--- src/rtl/vram_arbiter.sv ---
// vram_arbiter: shares the single-port 8 KB VRAM between the video fetcher,
// the CPU and the HDMA copier. Video has fixed priority; CPU and HDMA are
// round-robin arbitrated.
// Optional feature macro: VRAM_CPU_LOCK_EN locks the CPU out during PPU mode 3
// (reads return LOCK_DATA, writes dropped, HDMA stalls). Undefined: no lockout.
module vram_arbiter #(
  parameter int unsigned AW        = 13,
  parameter logic [7:0]  LOCK_DATA = 8'hFF
) (
  input  logic          clk,
  input  logic          reset,
  input  logic          lcd_on,
  input  logic [1:0]    mode,
  input  logic          vid_rd,
  input  logic [AW-1:0] vid_addr,
  output logic [7:0]    vid_data,
  input  logic          cpu_req,
  input  logic          cpu_wr,
  input  logic [AW-1:0] cpu_addr,
  input  logic [7:0]    cpu_di,
  output logic [7:0]    cpu_do,
  output logic          cpu_ack,
  input  logic          dma_req,
  input  logic [AW-1:0] dma_addr,
  input  logic [7:0]    dma_di,
  output logic          dma_ack,
  output logic [AW-1:0] ram_addr,
  output logic          ram_we,
  output logic [7:0]    ram_di,
  input  logic [7:0]    ram_do
);

  typedef enum logic [1:0] {OWN_NONE, OWN_VID, OWN_CPU} owner_t;
  typedef enum logic {RR_CPU, RR_DMA} rr_t;

  owner_t     rd_owner, owner_d;
  rr_t        rr_ptr, rr_d;
  logic       cpu_busy, cpu_busy_d;
  logic       dma_busy, dma_busy_d;
  logic [7:0] cpu_do_q, cpu_do_d;
  logic [7:0] vid_data_q, vid_data_d;

  logic locked;
  logic vid_active;
  logic cpu_elig;
  logic dma_elig;
  logic cpu_lockout;
  logic grant_cpu;
  logic grant_dma;

`ifdef VRAM_CPU_LOCK_EN
  assign locked = lcd_on && (mode == 2'b11);
`else
  logic unused_mode;
  assign locked      = 1'b0;
  assign unused_mode = ^mode;
`endif

  // Winner selection, RAM port drive and next-state computation
  always_comb begin
    vid_active  = lcd_on && vid_rd;
    cpu_elig    = cpu_req && !locked && !cpu_busy;
    dma_elig    = dma_req && !locked && !dma_busy;
    cpu_lockout = cpu_req && locked && !cpu_busy;
    grant_cpu   = 1'b0;
    grant_dma   = 1'b0;
    rr_d        = rr_ptr;
    owner_d     = OWN_NONE;
    ram_addr    = '0;
    ram_we      = 1'b0;
    ram_di      = '0;

    if (vid_active) begin
      ram_addr = vid_addr;
      owner_d  = OWN_VID;
    end else if (cpu_elig && (!dma_elig || rr_ptr == RR_CPU)) begin
      grant_cpu = 1'b1;
      ram_addr  = cpu_addr;
      ram_we    = cpu_wr;
      ram_di    = cpu_wr ? cpu_di : 8'h00;
      if (dma_elig) rr_d = RR_DMA;
      if (!cpu_wr) owner_d = OWN_CPU;
    end else if (dma_elig) begin
      grant_dma = 1'b1;
      ram_addr  = dma_addr;
      ram_we    = 1'b1;
      ram_di    = dma_di;
      if (cpu_elig) rr_d = RR_CPU;
    end

    // Busy covers the ack cycle so a still-held request is not re-granted
    cpu_busy_d = grant_cpu || cpu_lockout;
    dma_busy_d = grant_dma;

    cpu_do_d = cpu_do_q;
    if (rd_owner == OWN_CPU)          cpu_do_d = ram_do;
    else if (cpu_lockout && !cpu_wr)  cpu_do_d = LOCK_DATA;

    vid_data_d = vid_data_q;
    if (rd_owner == OWN_VID) vid_data_d = ram_do;
  end

  // State registers with synchronous reset
  always_ff @(posedge clk) begin
    if (reset) begin
      rd_owner   <= OWN_NONE;
      rr_ptr     <= RR_CPU;
      cpu_busy   <= 1'b0;
      dma_busy   <= 1'b0;
      cpu_do_q   <= LOCK_DATA;
      vid_data_q <= 8'h00;
    end else begin
      rd_owner   <= owner_d;
      rr_ptr     <= rr_d;
      cpu_busy   <= cpu_busy_d;
      dma_busy   <= dma_busy_d;
      cpu_do_q   <= cpu_do_d;
      vid_data_q <= vid_data_d;
    end
  end

  // Read data is presented in the ack cycle straight from the RAM, then held;
  // a reset in that cycle discards the in-flight ack and data
  assign cpu_ack  = cpu_busy && !reset;
  assign dma_ack  = dma_busy && !reset;
  assign cpu_do   = (rd_owner == OWN_CPU && !reset) ? ram_do : cpu_do_q;
  assign vid_data = (rd_owner == OWN_VID && !reset) ? ram_do : vid_data_q;

endmodule

--- config.mk ---
export PLATFORM = sky130hd
export DESIGN_NAME = vram_arbiter
export DESIGN_NICKNAME = d
export VERILOG_FILES = /design/src/rtl/vram_arbiter.sv
export SDC_FILE = /design/constraint.sdc
export NUM_CORES = 1
export LEC_CHECK = 0
export CAP_MARGIN = 10
export CORE_ASPECT_RATIO = 0.8
export CORE_MARGIN = 3
export CORE_UTILIZATION = 34
export DETAILED_ROUTE_END_ITERATION = 10
export GPL_ROUTABILITY_DRIVEN = 0
export PLACE_DENSITY = 0.91
export RECOVER_POWER = 25
export SLEW_MARGIN = 30
export SYNTH_ARGS = -nofsm -noshare
export SYNTH_HDL_FRONTEND = slang
export SYNTH_SLANG_ARGS = --single-unit
--- constraint.sdc ---
create_clock -name clk -period 2 [get_ports clk]
set_input_delay 0.4 -clock clk [delete_from_list [all_inputs] [get_ports clk]]
set_output_delay 0.4 -clock clk [all_outputs]
set_load 0.005 [all_outputs]
==> impl_summary.log, run 1 <==
INFO  metric drc = 0
INFO  metric timing.final.hold_violations = 0
INFO  metric async_flop_share = 0%
INFO  metric run_status = complete, but fails checks
INFO  metric grt_pass1_vias = 2148
INFO  metric clkLatencyLatePin = 0.26 ns
INFO  metric yosys.area.top_type = sky130_fd_sc_hd__dfxtp_1
INFO  metric synth.cell_area = approximately 1500 um^2
INFO  metric totalWireLength = 7.87 mm
INFO  metric power_share_of_the_combinational_group = 44.8%
INFO  metric ir_drop_worst_vdd = around 0.00033 V
INFO  metric grt_remaining_overflow = 0
INFO  metric cts_root_buf = sky130_fd_sc_hd__clkbuf_8
INFO  metric initial_utilization = between 30% and 40%
INFO  metric grt_setup_unrepaired = yes
INFO  metric rr_worst_depth = 4
INFO  metric chipHeight = around 65 um
INFO  metric drive_above_1_share = about 38%
INFO  metric worstSetupStartpointType = flop
INFO  metric post_drt_via_cell_ratio = around 5.8
INFO  metric drt-wirelength-per-cell = between 15 and 20 um
INFO  metric worst_setup_ep_type = output pin
INFO  metric whs = 0.462 ns
INFO  metric data_required_time_at_the_worst_endpoint = 1.60 ns
INFO  metric slew_violations = 0
INFO  metric antenna_cells_inserted = 0
INFO  metric antenna_violations_before_repair = 0
INFO  metric pwr_density_cell = around 420 nW/um^2
INFO  metric holdBufCountCts = 0
INFO  metric holdPathStages = 2
INFO  metric numCtsBuffers = 3
INFO  metric clockBufferDepth = 2
INFO  metric yosys_warnings = 0
INFO  metric synth.area.top_cells = sky130_fd_sc_hd__dfxtp_1 (28%), sky130_fd_sc_hd__mux2_2 (12%), sky130_fd_sc_hd__a21oi_1 (10%)
INFO  metric fin_ws = -0.134 ns
INFO  metric yosys_register_bits = 21
INFO  metric arrival = between 1.5 and 2 ns
INFO  metric synth.yosys.seq_area_share = 28.1%
INFO  metric max-slew-margin-rel = between 50% and 60%
INFO  metric place_hpwl = between 4 and 5 mm
INFO  metric achievable-frequency = between 400 and 500 MHz
INFO  metric synthToLayoutAreaGrowth = 112%
INFO  metric tritoncts = done
INFO  metric power.switching = about 0.42 mW
INFO  metric finalNetCount = roughly 430
INFO  metric cap_violations = 0
INFO  metric cts.sinks = 21
INFO  metric syn-num-nets = around 280
INFO  metric count_of_distinct_cell_types_in_the_synthesized_netlist = 25
INFO  metric cp_max_fo = 10
INFO  metric synth-main-ff-cell = sky130_fd_sc_hd__dfxtp_1
INFO  metric finalWorstPathRequiredPeriod = 2.13 ns
INFO  metric clk_pin_slew_worst_paths = around 0.080 ns
INFO  metric failed_checks = negative setup slack
INFO  metric synth_top_area_share = between 20 and 30%
INFO  metric utilization = between 70% and 80%
INFO  metric power_frac_seq = between 30% and 40%
INFO  metric dr.pass1.iters = 5
INFO  metric finalClockSkew = approximately 0.0020 ns
INFO  metric global_route.usage.total = between 20 and 25%
INFO  metric power.clock.fraction = 21.6%
INFO  metric worstSetupPathType = flop to output pin
INFO  metric synth.most_common_cell = sky130_fd_sc_hd__nand2_1
INFO  metric final_min_period_over_clock_period = 107%
INFO  metric setup-violations-final = 7
INFO  metric grt_first_pass_wirelength = ~10 mm
INFO  metric synth_top_cells_by_count = sky130_fd_sc_hd__nand2_1 (35), sky130_fd_sc_hd__a21oi_1 (30), sky130_fd_sc_hd__dfxtp_1 (21)
INFO  metric synth-edff-count = 0
INFO  metric worstMarginPinSlew = between 0.6 and 0.7 ns
INFO  metric std_cell_rows = 20
INFO  metric drt_first_iter_violations = ~170
INFO  metric area_of_the_die = 5230 um^2
INFO  metric hold_path.class = flop to flop
INFO  metric core_area = roughly 4000 um^2
INFO  metric antenna_left = 0
INFO  metric io_pins = between 100 and 150
INFO  metric route.vias.total = about 2300
INFO  metric sw_share = between 30% and 40%
INFO  metric numPortBuffers = 109
INFO  metric syn_area_per_cell = 7.08 um^2
INFO  metric p_leak = roughly 1.3 nW
INFO  metric pin_count_of_the_biggest_net_entering_global_routing = 18
INFO  metric cts_htree_levels = 1
INFO  metric die_w = between 80 and 90 um
INFO  metric post_synth_inst_count = 211
INFO  metric internal_power = 0.918 mW
==> critical path, stage by stage (launching register included) <==
cell,delay (ns)
sky130_fd_sc_hd__dfxtp_4,0.36
sky130_fd_sc_hd__buf_6,0.13
sky130_fd_sc_hd__nor2b_4,0.17
sky130_fd_sc_hd__buf_4,0.20
sky130_fd_sc_hd__nand3_1,0.11
sky130_fd_sc_hd__a21oi_1,0.23
sky130_fd_sc_hd__dlygate4sd2_1,0.27
==> registers in the layout (all words and copies together), names as in the netlist <==
signal,cells
cpu_do_q,8
cpu_busy,1
dma_busy,1
vid_data_q,8
rd_owner,2
rr_ptr,1
==> per-stage QoR <==
step	area, um^2	TNS [ns]	setup WS [ns]	total power, mW	cells
3_5_place_dp	2780	-19.48	-0.563	0.978	377
2_1_floorplan	1490	0	0.374	0.639	211
3_3_place_gp	2780	-18.40	-0.507	0.966	377
6_report	3170	-0.225	-0.134	1.34	407
5_1_grt	3170	-0.976	-0.250	1.39	407
4_1_cts	3010	-0.451	-0.0736	1.25	401
==> power by group through the flow <==
stage	logic (mW)	clock network [mW]	registers [mW]
finish	0.599	0.289	0.448
detailed placement	0.523	0	0.455
floorplan	0.187	0	0.452
CTS	0.525	0.276	0.444
global route	0.634	0.306	0.450
global placement	0.512	0	0.454
==> layer usage <==
metal | vias to the layer above | routed length [um] | track usage, %
li1 | 1036 | - | -
met1 | 1113 | 3040 | 30.0
met2 | 166 | 3870 | 44.0
met3 | 26 | 702 | 5.34
met4 | 0 | 262 | 7.59
met5 | - | 0 | 0
==> worst paths after layout <==
check / endpoint / slack, ns / from
hold reg to reg: vid_data_q[3] / 0.46 / vid_data_q[3]
setup reg to reg: cpu_do_q[0] / 0.61 / rd_owner[1]
setup / recovery: ram_addr[3] / -0.13 / cpu_busy
hold / removal: vid_data_q[3] / 0.46 / vid_data_q[3]
==> cells by family after synthesis <==
kind of cell | after synthesis | synth area share (%)
simple gates | 99 | 33.6
flops | 21 | 28.1
buf+inv | 22 | 6.87
mux | 16 | 12.1
compound gates | 53 | 19.3
==> cell type report <==
class                      instances  area, um^2
timing repair buffer             157        1440
tap                               55        68.8
multi-input combinational        169        1170
sequential                        21         434
fill                             244         835
inverter                           1        3.75
clock buffer                       4        45.0
==> repair_timing <==
action | in CTS | in global routing
endpoints found under the setup margin | 40 | 36
setup buffers | 19 | 5
pin swaps | 23 | 14
resized for setup | 128 | 69
gates cloned | 1 | 2
==> cells in the final DEF (no fill, tap or decap), drive strengths merged, types with 6 or more instances in the layout <==
cell | Yosys | routed
dlygate4sd2 | 0 | 8
mux2 | 16 | 16
clkbuf | 8 | 18
nor2 | 17 | 17
a21oi | 30 | 30
clkdlybuf4s50 | 0 | 64
nand3b | 9 | 9
nor2b | 6 | 6
o21ai | 9 | 10
nand2 | 35 | 35
clkdlybuf4s15 | 0 | 8
buf | 13 | 62
nand4 | 9 | 9
dfxtp | 21 | 21
a31oi | 13 | 13
nand3 | 13 | 13
Note: power is estimated with default switching activity, not from simulation.
==> inputs of run 2 (changes only) <==
- CORE_MARGIN: 3 -> 2
==> impl_summary.log, run 2 (same netlist as run 1, synthesis figures left out) <==
INFO  metric most_common_cell_after_layout_fill_and_taps_aside = sky130_fd_sc_hd__clkdlybuf4s50_1
INFO  metric whs = 0.464 ns
INFO  metric area_of_the_die = a little under 5000 um^2
INFO  metric worstSetupStartpointType = flop
INFO  metric clkLatencyLatePin = 0.27 ns
INFO  metric largestRegisters = cpu_do_q (8), vid_data_q (8), rd_owner (2)
INFO  metric core_area = about 4200 um^2
INFO  metric cts_root_buf = sky130_fd_sc_hd__clkbuf_8
INFO  metric rr_worst_depth = 4
INFO  metric drc = 0
INFO  metric finalWorstPathRequiredPeriod = roughly 2.1 ns
INFO  metric run_status = complete, but fails checks
INFO  metric numCtsBuffers = 3
INFO  metric final_min_period_over_clock_period = 104%
INFO  metric final.fill_count = ~270
INFO  metric initial_utilization = ~36%
INFO  metric drt-wirelength-per-cell = about 19 um
INFO  metric grt_pass1_vias = ~2300
INFO  metric tritoncts = done
INFO  metric grt_setup_unrepaired = yes
INFO  metric timing.final.hold_violations = 0
INFO  metric detailedPlace.worstSlack = -0.638 ns
INFO  metric layoutNonFillerInstCount = 420
INFO  metric chipHeight = 63.3 um
INFO  metric postPlaceCellArea = approximately 2800 um^2
INFO  metric worst_path_max_delay_cell = sky130_fd_sc_hd__dfxtp_2
INFO  metric route.vias.total = 2390
INFO  metric place_hpwl = 4.22 mm
INFO  metric grt_remaining_overflow = 0
INFO  metric antenna_left = 0
INFO  metric synthToLayoutAreaGrowth = 120%
INFO  metric worst_setup_ep_type = output pin
INFO  metric placed_cells = between 300 and 400
INFO  metric antenna_violations_before_repair = 0
INFO  metric totalWireLength = about 8.1 mm
INFO  metric area_occupied_by_multi_input_gates = approximately 1200 um^2
INFO  metric p_leak = roughly 1.4 nW
INFO  metric grt_first_pass_wirelength = 11.5 mm
INFO  metric post_drt_via_cell_ratio = 5.69
INFO  metric crit_path_max_incr_delay = 0.34 ns
INFO  metric ir_drop_worst_vdd = roughly 0.00023 V
INFO  metric register_area = ~430 um^2
INFO  metric numPortBuffers = between 100 and 150
INFO  metric hold_path.class = flop to flop
INFO  metric io_pins = 112
INFO  metric fin_ws = -0.0836 ns
INFO  metric achievable-frequency = around 480 MHz
INFO  metric finalClockSkew = 0.00299 ns
INFO  metric failed_checks = negative setup slack
INFO  metric utilization = 78.3%
INFO  metric data_required_time_at_the_worst_endpoint = ~1.6 ns
INFO  metric worstMarginPinSlew = 0.610 ns
INFO  metric final_cell_area = ~3300 um^2
INFO  metric cap_violations = 0
INFO  metric cp_max_fo = 5
INFO  metric global_route.usage.total = 28.8%
INFO  metric clk_pin_slew_worst_paths = 0.08 ns
INFO  metric timing.hold.worst.start = vid_data_q[5]
INFO  metric std_cell_rows = 21
INFO  metric cts_htree_levels = 1
INFO  metric drt_first_iter_violations = 159
INFO  metric die_w = 78.1 um
INFO  metric regToRegStartpoint = rd_owner[1]
INFO  metric dr.pass1.iters = 5
INFO  metric crit_chain = buf_4 -> nor2b_4 -> buf_6 -> o21ai_4 -> buf_4 -> a21oi_1 -> buf_2
INFO  metric arrival = ~1.7 ns
INFO  metric critPathMostFrequentCell = sky130_fd_sc_hd__buf_4
INFO  metric most_frequent_cells_in_the_layout = sky130_fd_sc_hd__clkdlybuf4s50_1 (63), sky130_fd_sc_hd__buf_4 (42), sky130_fd_sc_hd__nand2_1 (34)
INFO  metric drive_above_1_share = between 40% and 50%
INFO  metric worstSetupPathType = flop to output pin
INFO  metric slew_violations = 0
INFO  metric cts.sinks = 21
INFO  metric pin_count_of_the_biggest_net_entering_global_routing = 17
INFO  metric pwr_density_cell = 417 nW/um^2
INFO  metric antenna_cells_inserted = 0
INFO  metric holdPathStages = 2
INFO  metric setup-violations-final = 5
INFO  metric max-slew-margin-rel = 59.3%
INFO  metric finalNetCount = roughly 440
INFO  metric clockBufferDepth = 2
INFO  metric critPathLaunch = cpu_busy
-- run 2: cell types whose count changed in the layout (fill, tap and decap cells not counted), sizes merged --
cell           previous run  this run
clkdlybuf4s50            64        63
clkbuf                   18        14
clkdlybuf4s15             8         3
o21ai                    10         9
buf                      62        85
dlygate4sd2               8         7
-- run 2: worst paths after layout --
kind	end	slack, ns
worst max-delay path	ram_di[2]	-0.08
worst min-delay path	vid_data_q[5]	0.46
worst max register to register	cpu_do_q[2]	0.62
worst min register to register	vid_data_q[5]	0.46
-- run 2: final cells by class --
type	instances	share of cell area (%)
flip-flops and latches	21	13.1
well taps	57	2.17
inverters	1	0.114
clock buffers	4	1.37
multi-input cells	168	38.0
repair buffers	169	45.2
-- run 2: what timing repair did --
action / in CTS / in global routing
hold buffers: 0 / 0
buffers inserted: 31 / 5
cloned: 1 / 0
pin swaps: 29 / 21
setup endpoints to repair: 40 / 34
resized for setup: 175 / 58
-- run 2: report_power, final --
group / internal (mW) / switching, mW / total (mW)
Combinational: 0.360 / 0.278 / 0.637
Clock: 0.142 / 0.143 / 0.286
Sequential: 0.435 / 0.0147 / 0.449
-- run 2: metrics by stage --
step | setup TNS [ns] | total power, mW
2_1_floorplan | 0 | 0.639
3_3_place_gp | -18.49 | 0.962
3_5_place_dp | -19.03 | 0.972
6_report | -0.131 | 1.37
4_1_cts | -0.00841 | 1.28
5_1_grt | -0.577 | 1.42
-- run 2: routing by layer --
metal	vias up	GRT usage (%)	part of all wire [%]	routed length, um
met3	34	6.45	7.4	604
met4	0	12.3	3.7	298
met5	-	0	0	0
met1	1152	35.0	41	3350
met2	148	49.0	48	3890
li1	1056	-	-	-
-- run 2: worst max-delay path, delay by kind of cell (launching register included) --
kind	cells	cell delay [ns]
buffers and inverters	4	0.64
DFF	1	0.34
AOI/OAI and AO/OA	2	0.28
and+or+nand+nor	1	0.16
